$ cat config.mk
export PLATFORM = sky130hd
export DESIGN_NAME = wb_copy_master
export DESIGN_NICKNAME = d
export VERILOG_FILES = /design/src/rtl/wb_copy_master.sv
export SDC_FILE = /design/constraint.sdc
export NUM_CORES = 1
export LEC_CHECK = 0
export BUFFER_PORTS_ARGS = -buffer_cell sky130_fd_sc_hd__buf_4
export CAP_MARGIN = 20
export CORE_ASPECT_RATIO = 1.2
export CORE_UTILIZATION = 56
export CTS_BUF_LIST = sky130_fd_sc_hd__clkbuf_2 sky130_fd_sc_hd__clkbuf_4 sky130_fd_sc_hd__clkbuf_8
export DETAILED_ROUTE_END_ITERATION = 7
export PLACE_DENSITY = 0.83
export SYNTH_ARGS = -nofsm -noshare
export SYNTH_HDL_FRONTEND = slang
export SYNTH_SLANG_ARGS = --single-unit
$ cat constraint.sdc
create_clock -name wb_clk_i -period 2.2 [get_ports wb_clk_i]
set_input_delay 0.22 -clock wb_clk_i [delete_from_list [all_inputs] [get_ports wb_clk_i]]
set_output_delay 0.22 -clock wb_clk_i [all_outputs]
set_load 0.05 [all_outputs]
$ cat src/rtl/wb_copy_master.sv
// Wishbone B3 classic-cycle block copier: each 32-bit word is copied with one read and then one write.
// Optional ack watchdog is enabled by defining WB_COPY_TIMEOUT_EN.
module wb_copy_master #(
  parameter int AW      = 32,
  parameter int LW      = 16,
  parameter int TIMEOUT = 255
) (
  input  logic          wb_clk_i,
  input  logic          wb_rst_i,
  input  logic          start_i,
  input  logic [AW-1:0] src_i,
  input  logic [AW-1:0] dst_i,
  input  logic [LW-1:0] len_i,
  output logic          busy_o,
  output logic          done_o,
  output logic          err_o,
  output logic [AW-1:0] wb_adr_o,
  output logic [31:0]   wb_dat_o,
  output logic [3:0]    wb_sel_o,
  output logic          wb_we_o,
  output logic          wb_cyc_o,
  output logic          wb_stb_o,
  output logic [2:0]    wb_cti_o,
  output logic [1:0]    wb_bte_o,
  input  logic [31:0]   wb_dat_i,
  input  logic          wb_ack_i,
  input  logic          wb_err_i,
  output logic [1:0]    dbg_state
);

  // Bus handshake: a beat is offered while cyc&stb are high, with adr/dat/we held
  // stable. The beat completes on the first rising edge that samples ack or err.
  // When err and ack are both high on that edge, err takes priority.
  typedef enum logic [1:0] {IDLE, RD, WR, FIN} state_t;

  state_t        state, state_n;
  logic [AW-1:0] src_q, dst_q, src_n, dst_n, adr_n;
  logic [AW-1:0] src_al, dst_al;
  logic [LW-1:0] len_q, len_n;
  logic [31:0]   dat_n;
  logic          cyc_n, stb_n, we_n, busy_n, done_n, err_n;
  logic          bus_err;

  assign src_al    = {src_i[AW-1:2], 2'b00};
  assign dst_al    = {dst_i[AW-1:2], 2'b00};
  assign wb_sel_o  = 4'hf;
  assign wb_cti_o  = 3'b000;
  assign wb_bte_o  = 2'b00;
  assign dbg_state = state;

`ifdef WB_COPY_TIMEOUT_EN
  localparam logic [7:0] TO_LIMIT = 8'(TIMEOUT);
  logic [7:0] wd_q;

  // The watchdog restarts whenever stb is low, so each new strobe starts again from zero.
  always_ff @(posedge wb_clk_i) begin
    if (wb_rst_i || !wb_stb_o || wb_ack_i || wb_err_i) wd_q <= '0;
    else                                               wd_q <= wd_q + 8'd1;
  end

  assign bus_err = wb_err_i || (wd_q == TO_LIMIT);
`else
  localparam int timeout_unused = TIMEOUT;
  assign bus_err = wb_err_i;
`endif

  always_ff @(posedge wb_clk_i) begin
    if (wb_rst_i) begin
      state    <= IDLE;
      src_q    <= '0;
      dst_q    <= '0;
      len_q    <= '0;
      wb_adr_o <= '0;
      wb_dat_o <= '0;
      wb_we_o  <= 1'b0;
      wb_cyc_o <= 1'b0;
      wb_stb_o <= 1'b0;
      busy_o   <= 1'b0;
      done_o   <= 1'b0;
      err_o    <= 1'b0;
    end else begin
      state    <= state_n;
      src_q    <= src_n;
      dst_q    <= dst_n;
      len_q    <= len_n;
      wb_adr_o <= adr_n;
      wb_dat_o <= dat_n;
      wb_we_o  <= we_n;
      wb_cyc_o <= cyc_n;
      wb_stb_o <= stb_n;
      busy_o   <= busy_n;
      done_o   <= done_n;
      err_o    <= err_n;
    end
  end

  always_comb begin
    state_n = state;
    src_n   = src_q;
    dst_n   = dst_q;
    len_n   = len_q;
    adr_n   = wb_adr_o;
    dat_n   = wb_dat_o;
    we_n    = wb_we_o;
    cyc_n   = wb_cyc_o;
    stb_n   = wb_stb_o;
    busy_n  = busy_o;
    done_n  = 1'b0;
    err_n   = err_o;

    case (state)
      IDLE: begin
        if (start_i) begin
          src_n  = src_al;
          dst_n  = dst_al;
          len_n  = len_i;
          err_n  = 1'b0;
          busy_n = 1'b1;
          if (len_i != '0) begin
            state_n = RD;
            cyc_n   = 1'b1;
            stb_n   = 1'b1;
            we_n    = 1'b0;
            adr_n   = src_al;
          end else begin
            state_n = FIN;
          end
        end
      end

      RD: begin
        if (wb_stb_o) begin
          if (bus_err) begin
            err_n   = 1'b1;
            cyc_n   = 1'b0;
            stb_n   = 1'b0;
            we_n    = 1'b0;
            state_n = FIN;
          end else if (wb_ack_i) begin
            dat_n   = wb_dat_i;
            stb_n   = 1'b0;
            state_n = WR;
          end
        end else begin
          // Arrive here with stb low after the previous write completed; this is the one-cycle gap.
          stb_n = 1'b1;
          we_n  = 1'b0;
          adr_n = src_q;
        end
      end

      WR: begin
        if (wb_stb_o) begin
          if (bus_err) begin
            err_n   = 1'b1;
            cyc_n   = 1'b0;
            stb_n   = 1'b0;
            we_n    = 1'b0;
            state_n = FIN;
          end else if (wb_ack_i) begin
            src_n = src_q + AW'(4);
            dst_n = dst_q + AW'(4);
            len_n = len_q - LW'(1);
            stb_n = 1'b0;
            if (len_q == LW'(1)) begin
              cyc_n   = 1'b0;
              we_n    = 1'b0;
              state_n = FIN;
            end else begin
              state_n = RD;
            end
          end
        end else begin
          stb_n = 1'b1;
          we_n  = 1'b1;
          adr_n = dst_q;
        end
      end

      FIN: begin
        done_n  = 1'b1;
        busy_n  = 1'b0;
        state_n = IDLE;
      end

      default: state_n = IDLE;
    endcase
  end

endmodule

* Word level (Yosys, flattened, before mapping)
Index checks and enable logic that the tools add are counted.
W data, S select, Z words.
** Operators by class
- Add/subtract/negate cells :: 3
- $mul :: 0
- Div/mod/pow operators :: 0
- Magnitude comparators :: 0
- Equality and inequality tests :: 21
- Shift operators :: 0
- Muxes and demuxes :: 55
- Bitwise operators :: 1
- Reductions and logical operators :: 16
** Operators by type and width (number)
- $mux W32 :: 12
- $pmux W32 S2 :: 2
- $pmux W32 S3 :: 1
- $add A32 B3 Y32 const B :: 2
- $mux W16 :: 4
- $pmux W16 S2 :: 1
- $mux W1 :: 20
- $mux W2 :: 9
- $ne A2 B2 Y1 const B :: 9
- $eq A16 B1 Y1 const B :: 1
- $reduce_bool A16 Y1 :: 1
- $sub A16 B1 Y16 const B :: 1
- $reduce_and A5 Y1 :: 3
- $ne A3 B3 Y1 const B :: 4
- $ne A4 B4 Y1 const B :: 2
- $pmux W2 S4 :: 1
- $reduce_and A4 Y1 :: 2
- $reduce_and A8 Y1 :: 1
- $pmux W1 S2 :: 3
- $pmux W1 S3 :: 2
- $reduce_and A6 Y1 :: 1
- $reduce_bool A2 Y1 :: 3
- $eq A2 B2 Y1 const B :: 2
- $ne A2 B1 Y1 const B :: 2
- other kinds (7) :: 7
** Storage, ports and cells
- Register bits :: 152
- Latch bits :: 0
- Memory bits (writable) :: 0
- Memory bits (read-only) :: 0
- Input bits :: 117
- Logic and storage cells :: 108
- Memories :: 0

* Depth between registers and ports, before layout
- Depth after elaboration :: 6
- Depth in mapped cells :: 10

* Least setup slack after synthesis
OpenSTA, ideal clock, no wires.
- Kind :: register to register
- Start point :: reg state[0], in the netlist dbg_state[0]
- End point :: reg dst_q[31]
- Library setup time :: 0.074 ns
- Arrival time :: 2.380 ns
- Data required time :: 2.126 ns
- Slack :: -0.254 ns
- Stages on the path, launching flop included :: 8
- Path buffers :: 0
- Period minus slack after synthesis :: 2.454 ns
- Cells stage by stage :: dfxtp_1 inv_1 ha_1 nor2b_1 a211oi_2 nand3_1 or4_1 a31oi_1
** Between the ends
- Longest elaborated chain between the ends :: 3
- Elaborated cells on any way between the ends :: 9
- Those cells by class :: 5 x eq/ne; 1 x mux; 3 x reduce/logical
** Ends and longest elaborated chain
- start: declaration :: RTL line 36 : state_t state, state_n;
- start signal: assignment :: RTL line 82 : state <= state_n;
- $eq A2 B2 Y1 / $logic_not A2 Y1 (equally long branches) :: RTL line 111 : case (state)
- $ne A2 B2 Y1 (no line) / $reduce_bool A2 Y1 (equally long branches)
- $reduce_and A5 Y1 (no line)
- end signal: assignment :: RTL line 84 : dst_q <= dst_n;
- end: declaration :: RTL line 37 : logic [AW-1:0] src_q, dst_q, src_n, dst_n, adr_n;
Several ways; a longest one is shown, not always the timed one.
A chain may end at the register's enable or synchronous reset.

* Worst setup path after layout
- Start point :: reg state[0], in the netlist dbg_state[0]
- End point :: reg src_q[29]
** Between the ends
- Longest elaborated chain between the ends :: 3
- Elaborated cells on any way between the ends :: 9
- Those cells by class :: 5 x eq/ne; 1 x mux; 3 x reduce/logical
** Ends and longest elaborated chain
- $eq A2 B2 Y1 / $logic_not A2 Y1 (equally long branches) :: RTL line 111
- $ne A2 B2 Y1 (no line) / $reduce_bool A2 Y1 (equally long branches)
- $reduce_and A5 Y1 (no line)
- end signal: assignment :: RTL line 83 : src_q <= src_n;
- end: declaration :: RTL line 37
Several ways; a longest one is shown, not always the timed one.

==> reports/qor.txt <==
Worst r2r dst - src_q[29]
Routability-driven placement congestion ratio - 0.897
Netlist cell types - 66
Vias in the first global route - 8518
First-pass GRT wire length - 40800 um
Core area - 14000 um2
Detail Placement HPWL - 17100 um
P per Cell Area - 1480 nW/um2
Clock Path Buffers - 2
Design Power - 15800 uW
Antenna cells - 0
Status - finished with violations
Final Instance Area - 10700 um2
#FFs+latches synth - 147
Final setup violation count - 0
GRT Util Overall - 33.8%
# placed instances - 1400
Worst-path clk slew - 80 ps
Setup crit end kind - register
Top cell type's share of synthesized area - 36.1%
Layout cells sized above 1 - 23.8%
Failing checks - design-rule violations
Crit path from - dbg_state[0]
FF-to-FF Start - dbg_state[0]
Die Span Y - 134 um
CTS tree - done
Yosys warns - 0
Worst R2R Path Depth - 8
Largest net degree at the start of global routing - 87
Final wirelength - 26100 um
Root Buffer - clkbuf_8
Wire length per cell - 17.8 um
CTS Buf Count - 17
Fin nets - 1409
Die width - 112 um
Req. time, crit path - 2550 ps
Drt drc - 10
Period utilization - 98.6%
Worst-Margin Slew - 604 ps
Drt pass-1 iters - 7
Hold Path Cell Cnt - 3
Vias - 9239
Filler cells - 1068
Placed instance area - 9850 um2
Crit path arrival time - 2520 ps
Largest area contributor in the netlist - dfxtp_1
Synth Flop Type - dfxtp_1
Fin crit period - 2170 ps
Initial core utilization - 58.2%
Type of origin of the critical path - register
Syn_area_per_cell - 7.50 um2
Crit path to - src_q[29]
Skew-Pair Late Insertion Delay - 470 ps
Cells after synthesis - 1086
DRT iter0 DRCs - 1012
Most common cell after layout, fill and taps aside - buf_4
EDFF count, synth - 0
Setup TNS - 0 ps
Max_cap viols - 0
Antenna violations before repair - 0
Crit path kind - reg2reg
Final ANT Viol Nets - 0
Buffers on Ports - 184
Fin Hold WS - 18.5 ps
Max Clk Rate - 0.461 GHz
Leak pwr - 0.00426 uW
Area delta synth->final - 30.7%
Rows - 47
DIE AREA - 15000 um2
Syn Std Cell Area - 8150 um2
Sequential area share after synthesis - 36.1%
Via density - 6.30
Grt total ovfl - 0
Fin. Hold Viols - 0
H-tree levels - 4
Leading cell types in the layout, fill and taps excluded - buf_4 (240), nand2_1 (154), dfxtp_1 (145), a21oi_1 (131), nor2_1 (91)
Max Slew Vio Count - 0
Worst Path Max Fanout - 13
Flop2flop setup slack - 30 ps
IR drop worst, VDD - 0.000978 V
Setup Skew - 9.20 ps
IO Pins - 198
Synth area leaders - dfxtp_1 (36%), a21oi_1 (8.0%), nand2_1 (7.1%)
Hold Path Class - in2reg
# clock sinks - 147
Final cell count without fillers - 1467
Rel. slew slack - 59.7%
FFs w/ async S/R, synth - 0%
per-layer routing:
layer	up-vias	routed length [um]	global-route usage (%)	part of all wire (%)
met4	0	858	15.0	3.3
met5	-	0	0	0
li1	4352	-	-	-
met1	4343	10400	41.3	40
met3	78	2120	7.41	8.1
met2	466	12800	57.1	49
cell type report:
class,instances,area [um2],share of cell area (%)
clock buffer,19,262,2.45
clock inverter,13,173,1.62
inverter,17,63.8,0.599
multi-input combinational,824,4760,44.7
sequential,147,2950,27.6
tap,171,214,2.01
timing repair buffer,276,2230,20.9
kinds of logic (layout without fill, tap and decap cells):
| logic type | after synthesis | after routing | synth area share [%] |
|---|---|---|---|
| AO/OA/AOI/OAI | 361 | 361 | 28.4 |
| adder cells (fa/ha/maj) | 9 | 9 | 1.38 |
| buffers and inverters | 122 | 325 | 6.37 |
| flip-flops | 147 | 147 | 36.1 |
| multiplexers | 14 | 14 | 1.75 |
| other | 2 | 9 | 0.0922 |
| AND/OR/NAND/NOR | 431 | 431 | 25.9 |
metrics by stage:
step,setup WS (ps),utilization [%]
after CTS,32.3,75.7
final,30.5,76.1
after global routing,-22.3,76.1
after detailed placement,77.8,70.4
after floorplan,9.15,-
after global placement,144,70.4
critical path: stages (launching register included):
cell	delay [ps]
dfxtp_2	370
inv_1	100
ha_2	220
nor2b_2	200
a211oi_4	270
buf_4	260
and3_1	190
a211oi_1	110
nor4_1	330
flip-flops by register name, indices dropped and copies added (netlist names), 2 cells and up:
register	cells
wb_dat_o	32
wb_adr_o	31
dst_q	30
src_q	30
len_q	16
dbg_state	2
Yosys cell counts, drive strengths merged, types with 3 or more instances:
master / count
inv: 17
o32ai: 5
o221a: 3
buf: 39
dfxtp: 147
o21ai: 52
nor3: 24
nor2b: 10
nor4: 19
nand2b: 4
o22ai: 20
mux2i: 12
a21o: 6
a311oi: 3
or3: 4
a211oi: 26
ha: 9
o2bb2ai: 7
nand2: 155
a211o: 29
and4: 10
and2: 7
and3: 17
a31oi: 18
a21oi: 131
nand4: 20
nand3: 52
o221ai: 3
nor2: 91
clkbuf: 66
a221oi: 5
nor3b: 3
or4: 4
or2: 5
a22oi: 35
power breakdown:
part | leakage [uW] | internal [uW] | total, uW | switching, uW
Combinational | 0.00285 | 3470 | 8950 | 5490
Clock | 0.000206 | 1200 | 2330 | 1130
Sequential | 0.00121 | 3570 | 4480 | 909
Total | 0.00426 | 8240 | 15800 | 7530
how the worst min path moves through the flow:
stage / start / endpoint / slack [ps]
2_1_floorplan: wb_dat_i[0] / wb_dat_o[0] / 360
3_3_place_gp: wb_dat_o[14] / wb_dat_o[14] / 440
3_5_place_dp: wb_dat_o[1] / wb_dat_o[1] / 450
4_1_cts: wb_dat_i[14] / wb_dat_o[14] / 0.4
5_1_grt: wb_dat_i[30] / wb_dat_o[30] / 1
6_report: wb_dat_i[30] / wb_dat_o[30] / 20
what timing repair did:
action,in CTS,in global routing
resized for setup,1,5
endpoints found under the setup margin,1,8
setup buffers,2,4
hold endpoints to repair,29,0
hold buffers,29,0
pin swaps,1,3
(Power assumes the default switching activity.)
